===== src/rtl/pipeline_hazard_ctrl.sv =====
// pipeline_hazard_ctrl
//    Sequential hazard and stall controller for the 5-stage MIPS pipeline.
//    It tracks in-flight destinations in a shift-register scoreboard and
//    detects load-use and MULT/DIV (HI/LO busy) hazards. It freezes the pipe on
//    a data-cache miss and flushes IF/ID on a resolved redirect. On SYSCALL it
//    drains the pipe, then holds a sticky halt.
//
// Ports
//    clk, rst_b      rising-edge clock, asynchronous active-low reset
//    inst_id         instruction currently in ID
//    id_valid        inst_id is a real instruction (0 = bubble)
//    mem_access      MEM stage holds a load/store
//    mem_hit         cache hit for that MEM access
//    redirect        taken branch / J / JAL / JR resolved this cycle
//    pc_we           PC write enable
//    ifid_we         IF/ID register write enable
//    id_bubble       inject NOP into ID/EX instead of the ID instruction
//    flush           clear IF/ID
//    freeze          hold every post-ID pipeline register
//    halted          sticky halt indication
//    stall_cnt       saturating count of cycles with pc_we=0
module pipeline_hazard_ctrl #(
   parameter int unsigned PIPE_DEPTH = 3,
   parameter int unsigned MULDIV_LAT = 4,
   parameter int unsigned CNT_W      = 16
) (
   input  logic             clk,
   input  logic             rst_b,
   input  logic [31:0]      inst_id,
   input  logic             id_valid,
   input  logic             mem_access,
   input  logic             mem_hit,
   input  logic             redirect,
   output logic             pc_we,
   output logic             ifid_we,
   output logic             id_bubble,
   output logic             flush,
   output logic             freeze,
   output logic             halted,
   output logic [CNT_W-1:0] stall_cnt
);

   localparam logic [5:0] OpSpecial = 6'h00;
   localparam logic [5:0] OpRegimm  = 6'h01;
   localparam logic [5:0] OpJal     = 6'h03;
   localparam logic [5:0] OpBeq     = 6'h04;
   localparam logic [5:0] OpBne     = 6'h05;
   localparam logic [5:0] OpBlez    = 6'h06;
   localparam logic [5:0] OpBgtz    = 6'h07;
   localparam logic [5:0] OpAddi    = 6'h08;
   localparam logic [5:0] OpAddiu   = 6'h09;
   localparam logic [5:0] OpSlti    = 6'h0a;
   localparam logic [5:0] OpSltiu   = 6'h0b;
   localparam logic [5:0] OpAndi    = 6'h0c;
   localparam logic [5:0] OpOri     = 6'h0d;
   localparam logic [5:0] OpXori    = 6'h0e;
   localparam logic [5:0] OpLui     = 6'h0f;
   localparam logic [5:0] OpLb      = 6'h20;
   localparam logic [5:0] OpLw      = 6'h23;
   localparam logic [5:0] OpSb      = 6'h28;
   localparam logic [5:0] OpSw      = 6'h2b;

   localparam logic [5:0] FnJr      = 6'h08;
   localparam logic [5:0] FnSyscall = 6'h0c;
   localparam logic [5:0] FnMult    = 6'h18;
   localparam logic [5:0] FnDiv     = 6'h1a;

   localparam logic [3:0] MdLat     = 4'(MULDIV_LAT);
   localparam logic [2:0] DrainInit = 3'(PIPE_DEPTH);

   typedef struct packed {
      logic       valid;
      logic [4:0] dest;
      logic       is_load;
   } sb_entry_t;

   typedef enum logic [1:0] {StRun, StDrain, StHalted} state_e;

   // ---------------------------------------------------------------------
   // ID decode
   // ---------------------------------------------------------------------
   logic [5:0] opcode, funct;
   logic [4:0] rs, rt, rd;
   logic       raw_use_rs, raw_use_rt;
   logic       use_rs, use_rt;
   logic [4:0] dec_dest;
   logic       dec_load, dec_muldiv, dec_syscall;
   logic       unused_shamt;

   assign opcode = inst_id[31:26];
   assign rs     = inst_id[25:21];
   assign rt     = inst_id[20:16];
   assign rd     = inst_id[15:11];
   assign funct  = inst_id[5:0];
   assign unused_shamt = ^inst_id[10:6];

   always_comb begin
      raw_use_rs  = 1'b0;
      raw_use_rt  = 1'b0;
      dec_dest    = 5'd0;
      dec_load    = 1'b0;
      dec_muldiv  = 1'b0;
      dec_syscall = 1'b0;
      case (opcode)
         OpSpecial: begin
            raw_use_rs = 1'b1;
            raw_use_rt = 1'b1;
            dec_dest   = rd;
            case (funct)
               FnJr:          dec_dest = 5'd0;
               FnMult, FnDiv: begin
                  dec_dest   = 5'd0;
                  dec_muldiv = 1'b1;
               end
               FnSyscall: begin
                  raw_use_rs  = 1'b0;
                  raw_use_rt  = 1'b0;
                  dec_dest    = 5'd0;
                  dec_syscall = 1'b1;
               end
               default: ;
            endcase
         end
         OpAddi, OpAddiu, OpSlti, OpSltiu, OpAndi, OpOri, OpXori: begin
            raw_use_rs = 1'b1;
            dec_dest   = rt;
         end
         OpLui: dec_dest = rt;
         OpLw, OpLb: begin
            raw_use_rs = 1'b1;
            dec_dest   = rt;
            dec_load   = 1'b1;
         end
         OpSw, OpSb, OpBeq, OpBne: begin
            raw_use_rs = 1'b1;
            raw_use_rt = 1'b1;
         end
         OpRegimm, OpBlez, OpBgtz: raw_use_rs = 1'b1;
         OpJal: dec_dest = 5'd31;
         default: ;
      endcase
   end

   // $0 is hardwired, so it can never carry a dependency.
   assign use_rs = raw_use_rs & (rs != 5'd0);
   assign use_rt = raw_use_rt & (rt != 5'd0);

   // ---------------------------------------------------------------------
   // State
   // ---------------------------------------------------------------------
   sb_entry_t        sb_q [PIPE_DEPTH];
   sb_entry_t        sb_d [PIPE_DEPTH];
   logic [3:0]       md_cnt_q, md_cnt_d;
   logic [2:0]       drain_q, drain_d;
   state_e           state_q, state_d;
   logic [CNT_W-1:0] stall_cnt_q, stall_cnt_d;
   logic             unused_sb_tail;

   // Only EX (entry 0) feeds the load-use check; later entries just age out.
   assign unused_sb_tail = ^sb_q[PIPE_DEPTH-1];

   // ---------------------------------------------------------------------
   // Hazard detection
   // ---------------------------------------------------------------------
   logic miss, load_use, md_busy, issue;

   assign miss     = mem_access & ~mem_hit;
   // Dest $0 is stored for "no destination"; masked sources never match it.
   assign load_use = id_valid & sb_q[0].valid & sb_q[0].is_load &
                     ((use_rs & (rs == sb_q[0].dest)) | (use_rt & (rt == sb_q[0].dest)));
   assign md_busy  = id_valid & (md_cnt_q != 4'd0);

   // ---------------------------------------------------------------------
   // Pipeline controls. Outputs are forced to their reset values while
   // rst_b is low so the pipe sees a clean RUN state immediately.
   // ---------------------------------------------------------------------
   always_comb begin
      pc_we     = 1'b1;
      ifid_we   = 1'b1;
      id_bubble = 1'b0;
      flush     = 1'b0;
      freeze    = 1'b0;
      halted    = 1'b0;
      issue     = 1'b0;
      if (rst_b) begin
         unique case (state_q)
            StHalted: begin
               halted  = 1'b1;
               pc_we   = 1'b0;
               ifid_we = 1'b0;
               freeze  = 1'b1;
            end
            StDrain: begin
               // Nothing follows SYSCALL, so a redirect cannot be legitimate here.
               pc_we   = 1'b0;
               ifid_we = 1'b0;
               if (miss) begin
                  freeze = 1'b1;
               end else begin
                  id_bubble = 1'b1;
               end
            end
            default: begin
               if (miss) begin
                  // Miss beats redirect: EX is frozen so the redirect re-presents.
                  freeze  = 1'b1;
                  pc_we   = 1'b0;
                  ifid_we = 1'b0;
               end else if (redirect) begin
                  flush = 1'b1;
               end else if (md_busy | load_use) begin
                  pc_we     = 1'b0;
                  ifid_we   = 1'b0;
                  id_bubble = 1'b1;
               end else begin
                  issue = id_valid;
               end
            end
         endcase
      end
   end

   // ---------------------------------------------------------------------
   // Next state
   // ---------------------------------------------------------------------
   always_comb begin
      sb_d     = sb_q;
      md_cnt_d = md_cnt_q;
      drain_d  = drain_q;
      state_d  = state_q;
      if (!freeze) begin
         for (int i = int'(PIPE_DEPTH) - 1; i >= 1; i--) begin
            sb_d[i] = sb_q[i-1];
         end
         sb_d[0].valid   = issue;
         sb_d[0].dest    = issue ? dec_dest : 5'd0;
         sb_d[0].is_load = issue & dec_load;

         if (issue && dec_muldiv) begin
            md_cnt_d = MdLat;
         end else if (md_cnt_q != 4'd0) begin
            md_cnt_d = md_cnt_q - 4'd1;
         end

         if (state_q == StDrain) begin
            if (drain_q != 3'd0) begin
               drain_d = drain_q - 3'd1;
            end
            // A still-busy MULT/DIV keeps us draining until HI/LO settles.
            if ((drain_d == 3'd0) && (md_cnt_d == 4'd0)) begin
               state_d = StHalted;
            end
         end

         if (issue && dec_syscall) begin
            state_d = StDrain;
            drain_d = DrainInit;
         end
      end

      stall_cnt_d = stall_cnt_q;
      if (!pc_we && (stall_cnt_q != {CNT_W{1'b1}})) begin
         stall_cnt_d = stall_cnt_q + CNT_W'(1);
      end
   end

   always_ff @(posedge clk or negedge rst_b) begin
      if (!rst_b) begin
         for (int i = 0; i < int'(PIPE_DEPTH); i++) begin
            sb_q[i] <= '0;
         end
         md_cnt_q    <= 4'd0;
         drain_q     <= 3'd0;
         state_q     <= StRun;
         stall_cnt_q <= '0;
      end else begin
         sb_q        <= sb_d;
         md_cnt_q    <= md_cnt_d;
         drain_q     <= drain_d;
         state_q     <= state_d;
         stall_cnt_q <= stall_cnt_d;
      end
   end

   assign stall_cnt = stall_cnt_q;

endmodule


===== config.mk =====
export PLATFORM = sky130hd
export DESIGN_NAME = pipeline_hazard_ctrl
export DESIGN_NICKNAME = d
export VERILOG_FILES = /design/src/rtl/pipeline_hazard_ctrl.sv
export SDC_FILE = /design/constraint.sdc
export NUM_CORES = 1
export LEC_CHECK = 0
export ABC_CLOCK_PERIOD_IN_PS = 3100
export BUFFER_PORTS_ARGS = -buffer_cell sky130_fd_sc_hd__buf_2
export CAP_MARGIN = 20
export CORE_ASPECT_RATIO = 0.8
export CORE_MARGIN = 2
export CORE_UTILIZATION = 47
export CTS_CLUSTER_DIAMETER = 200
export DETAILED_ROUTE_END_ITERATION = 8
export GPL_ROUTABILITY_DRIVEN = 1
export PLACE_DENSITY = 0.88
export SLEW_MARGIN = 10
export SYNTH_ARGS = -nofsm -noshare
export SYNTH_HDL_FRONTEND = slang
export SYNTH_SLANG_ARGS = --single-unit

===== constraint.sdc =====
create_clock -name clk -period 3.1 [get_ports clk]
set_input_delay 0.93 -clock clk [delete_from_list [all_inputs] [get_ports clk]]
set_output_delay 0.93 -clock clk [all_outputs]
set_load 0.005 [all_outputs]

==> out/results.tsv <==
metric	value	unit
met2 usage	0.393	
Area after DPL	2660	µm²
clock transition at the registers of the reported paths	0.06	ns
synthesized instance count	236	
worst reg2reg path depth	9	
gp weighted congestion	0.921	
Wirelength per Cell	16.1	µm
drt via density	5.67	
unrepaired setup endpoints after global routing	true	
Max Slew Vio Count	0	
setup ws final	-0.246	ns
Antenna Nets Post-Route	0	
design area	2930	µm²
Fmax achieved	299	MHz
chip width	79.7	µm
met1 Use GR	0.302	
LEAKAGE	1.40	nW
CP endpoint kind	output pin	
failing checks	negative setup slack	
GR Util met3	0.0460	
fillcell total	304	
CTS tree	yes	
worst-skew pair later-pin latency	0.28	ns
final core utilization	0.683	
synth warn	0	
Seq/Total Area, Yosys	0.372	
syn nets	281	
DR pass1 iterations	4	
Max Root-Sink Buffers	2	
drt total wl	6.12	mm
Synth Area in Adders	0.0407	
CTS hold repair buffers	0	
Final Cycle Share	1.08	
antenna violations before repair	0	
Die Height	64.5	µm
pin count of the biggest net entering global routing	22	
MaxCap Viol Count	0	
CTS root buf	clkbuf_8	
Async SR Flop Fraction	1.00	
die area	5140	µm²
kind of critical path	in -> out	
peak supply drop	0.387	mV
fraction of the mapped netlist area in simple logic gates	0.261	
first-pass GRT wire length	9.49	mm
post-DP HPWL	4.24	mm
Hold Vio Cnt, Final	0	
port buffer count	54	
Worst Setup Start Kind	input port	
xor and xnor area share after synthesis	0.0936	
area grow syn2layout	36.0	%
grt ovf	0	
drt initial violations	182	
clk_skew	0.00731	ns
PD cells	468	nW/µm²
synthesized area per cell	9.12	µm²
# IOs	60	
# clock sinks	32	
Distinct cells, synth	54	
Worst R2R Start	md_cnt_q[0]	
vias in the first global route	2102	
Max H-tree Level	2	
Initial Util	0.502	
core area	4280	µm²
FP Rows	21	
mux cell area share after synthesis	0.0151	
Total GRT Usage	0.232	
minimum clock period	3.35	ns
GR peak layer	met2	
dominant synthesized flop cell	dfrtp_1	
Ant. Diodes	0	
total CTS buffers	5	
post-synthesis compound-gate area fraction	0.175	
relative slew slack	0.456	
FF-to-FF End	stall_cnt[1]	
Final setup viols	3	
status	finished, violations left	
Post-synth EDFFs	0	
share of layout cells above drive strength 1	0.393	
flop-to-flop setup slack	0.61	ns
vias	2154	
Post-route DRC	0	
CP max FO	3	
Final nets	368	
flops & latches, synth	32	
slew at the pin with the worst max-slew slack	0.810	ns
mapped cell area	2150	µm²
CP arrival	2.42	ns
hold crit path type	in -> async	
largest family of logic cells by synthesized area	simple AND/OR/NAND/NOR gates	
data required time at the worst endpoint	2.17	ns
[cell type report]
class                   instances  area [µm²]  share of cell area
clock buffers                   7        96.3              0.0329
inverters                      13        48.8              0.0167
multi-input cells             184        1360               0.466
flip-flops and latches         32         801               0.274
well taps                      57        71.3              0.0244
repair buffers                 87         546               0.186
[worst max path at each step]
stage | from | endpoint | slack [ns] | cells after the start
after floorplan | inst_id[0] | pc_we | 0.01 | 8
after global placement | inst_id[17] | id_bubble | -0.24 | 10
after detailed placement | inst_id[16] | id_bubble | -0.22 | 10
after CTS | inst_id[25] | id_bubble | -0.21 | 9
after global routing | inst_id[18] | id_bubble | -0.32 | 9
final | inst_id[18] | id_bubble | -0.25 | 9
[where the power goes]
part           leakage [nW]  total [mW]  internal (mW)  switching, mW
combinational         0.934       0.439          0.216          0.223
sequential            0.416       0.584          0.493         0.0906
clock                0.0503       0.346          0.198          0.148
[metal layers]
metal  wire length, µm  vias up
li1                  -     1021
met1              2560     1033
met2              3050       82
met3               362       18
met4               150        0
met5                 0        -
[flip-flops by register name (all words and copies together), names as in the netlist]
| register | cells |
|---|---|
| state_q | 2 |
| sb_q | 7 |
| md_cnt_q | 4 |
| stall_cnt | 16 |
| drain_q | 3 |
[cell usage after synthesis (5+ instances only)]
master | number | share of area
nor3_1 | 8 | 0.019
inv_1 | 13 | 0.023
o21ai_0 | 8 | 0.019
nor2_1 | 13 | 0.023
xor2_1 | 5 | 0.020
a221oi_1 | 5 | 0.020
nand4_1 | 6 | 0.017
a21oi_1 | 11 | 0.026
xnor2_1 | 18 | 0.073
nand2b_1 | 5 | 0.015
nand3_1 | 11 | 0.026
o21ai_2 | 6 | 0.024
and3_1 | 7 | 0.020
nand2_1 | 24 | 0.042
ha_1 | 7 | 0.041
dfrtp_1 | 32 | 0.37
[metrics by stage]
stage                     hold slack [ns]  instances  setup slack [ns]  total power [mW]  TNS, ns
final                               0.481        380            -0.246              1.37   -0.502
after global routing                0.473        380            -0.322              1.45   -0.660
after CTS                           0.472        380            -0.213              1.34   -0.451
after detailed placement            0.471        365            -0.225             0.989   -0.514
after global placement              0.463        365            -0.235             0.965   -0.481
after floorplan                     0.446        236            0.0149             0.813        0
[logic make-up after synthesis]
kind of cell	count (synthesis)
flip-flops	32
AO/OA/AOI/OAI	50
adder cells (fa/ha/maj)	7
AND/OR/NAND/NOR	101
multiplexers	3
XOR/XNOR	23
buffers and inverters	20
[worst max-delay path: stages]
cell and delay, ns:
buf_2 0.14, xnor2_1 0.16, nand3_1 0.11, o41ai_2 0.36, buf_4 0.18, o21a_2 0.14, o211ai_1 0.08, a21oi_1 0.18
buf_2 0.14
[placed cells by master (no fill, tap or decap), types with 7 or more instances in the layout]
cell	instances
clkbuf_8	7
a21oi_1	10
and3_1	7
dfrtp_1	32
nand3_1	10
inv_1	13
buf_2	52
buf_4	29
xnor2_1	18
nor2_1	13
ha_1	7
nand2_1	23
[repair_timing]
item | in CTS | in global routing
gates resized for setup | 8 | 15
pin swaps | 7 | 14
setup endpoints to repair | 3 | 16
setup buffers | 8 | 4
gates cloned | 0 | 0
No activity file was read; power rests on OpenSTA's default activity.
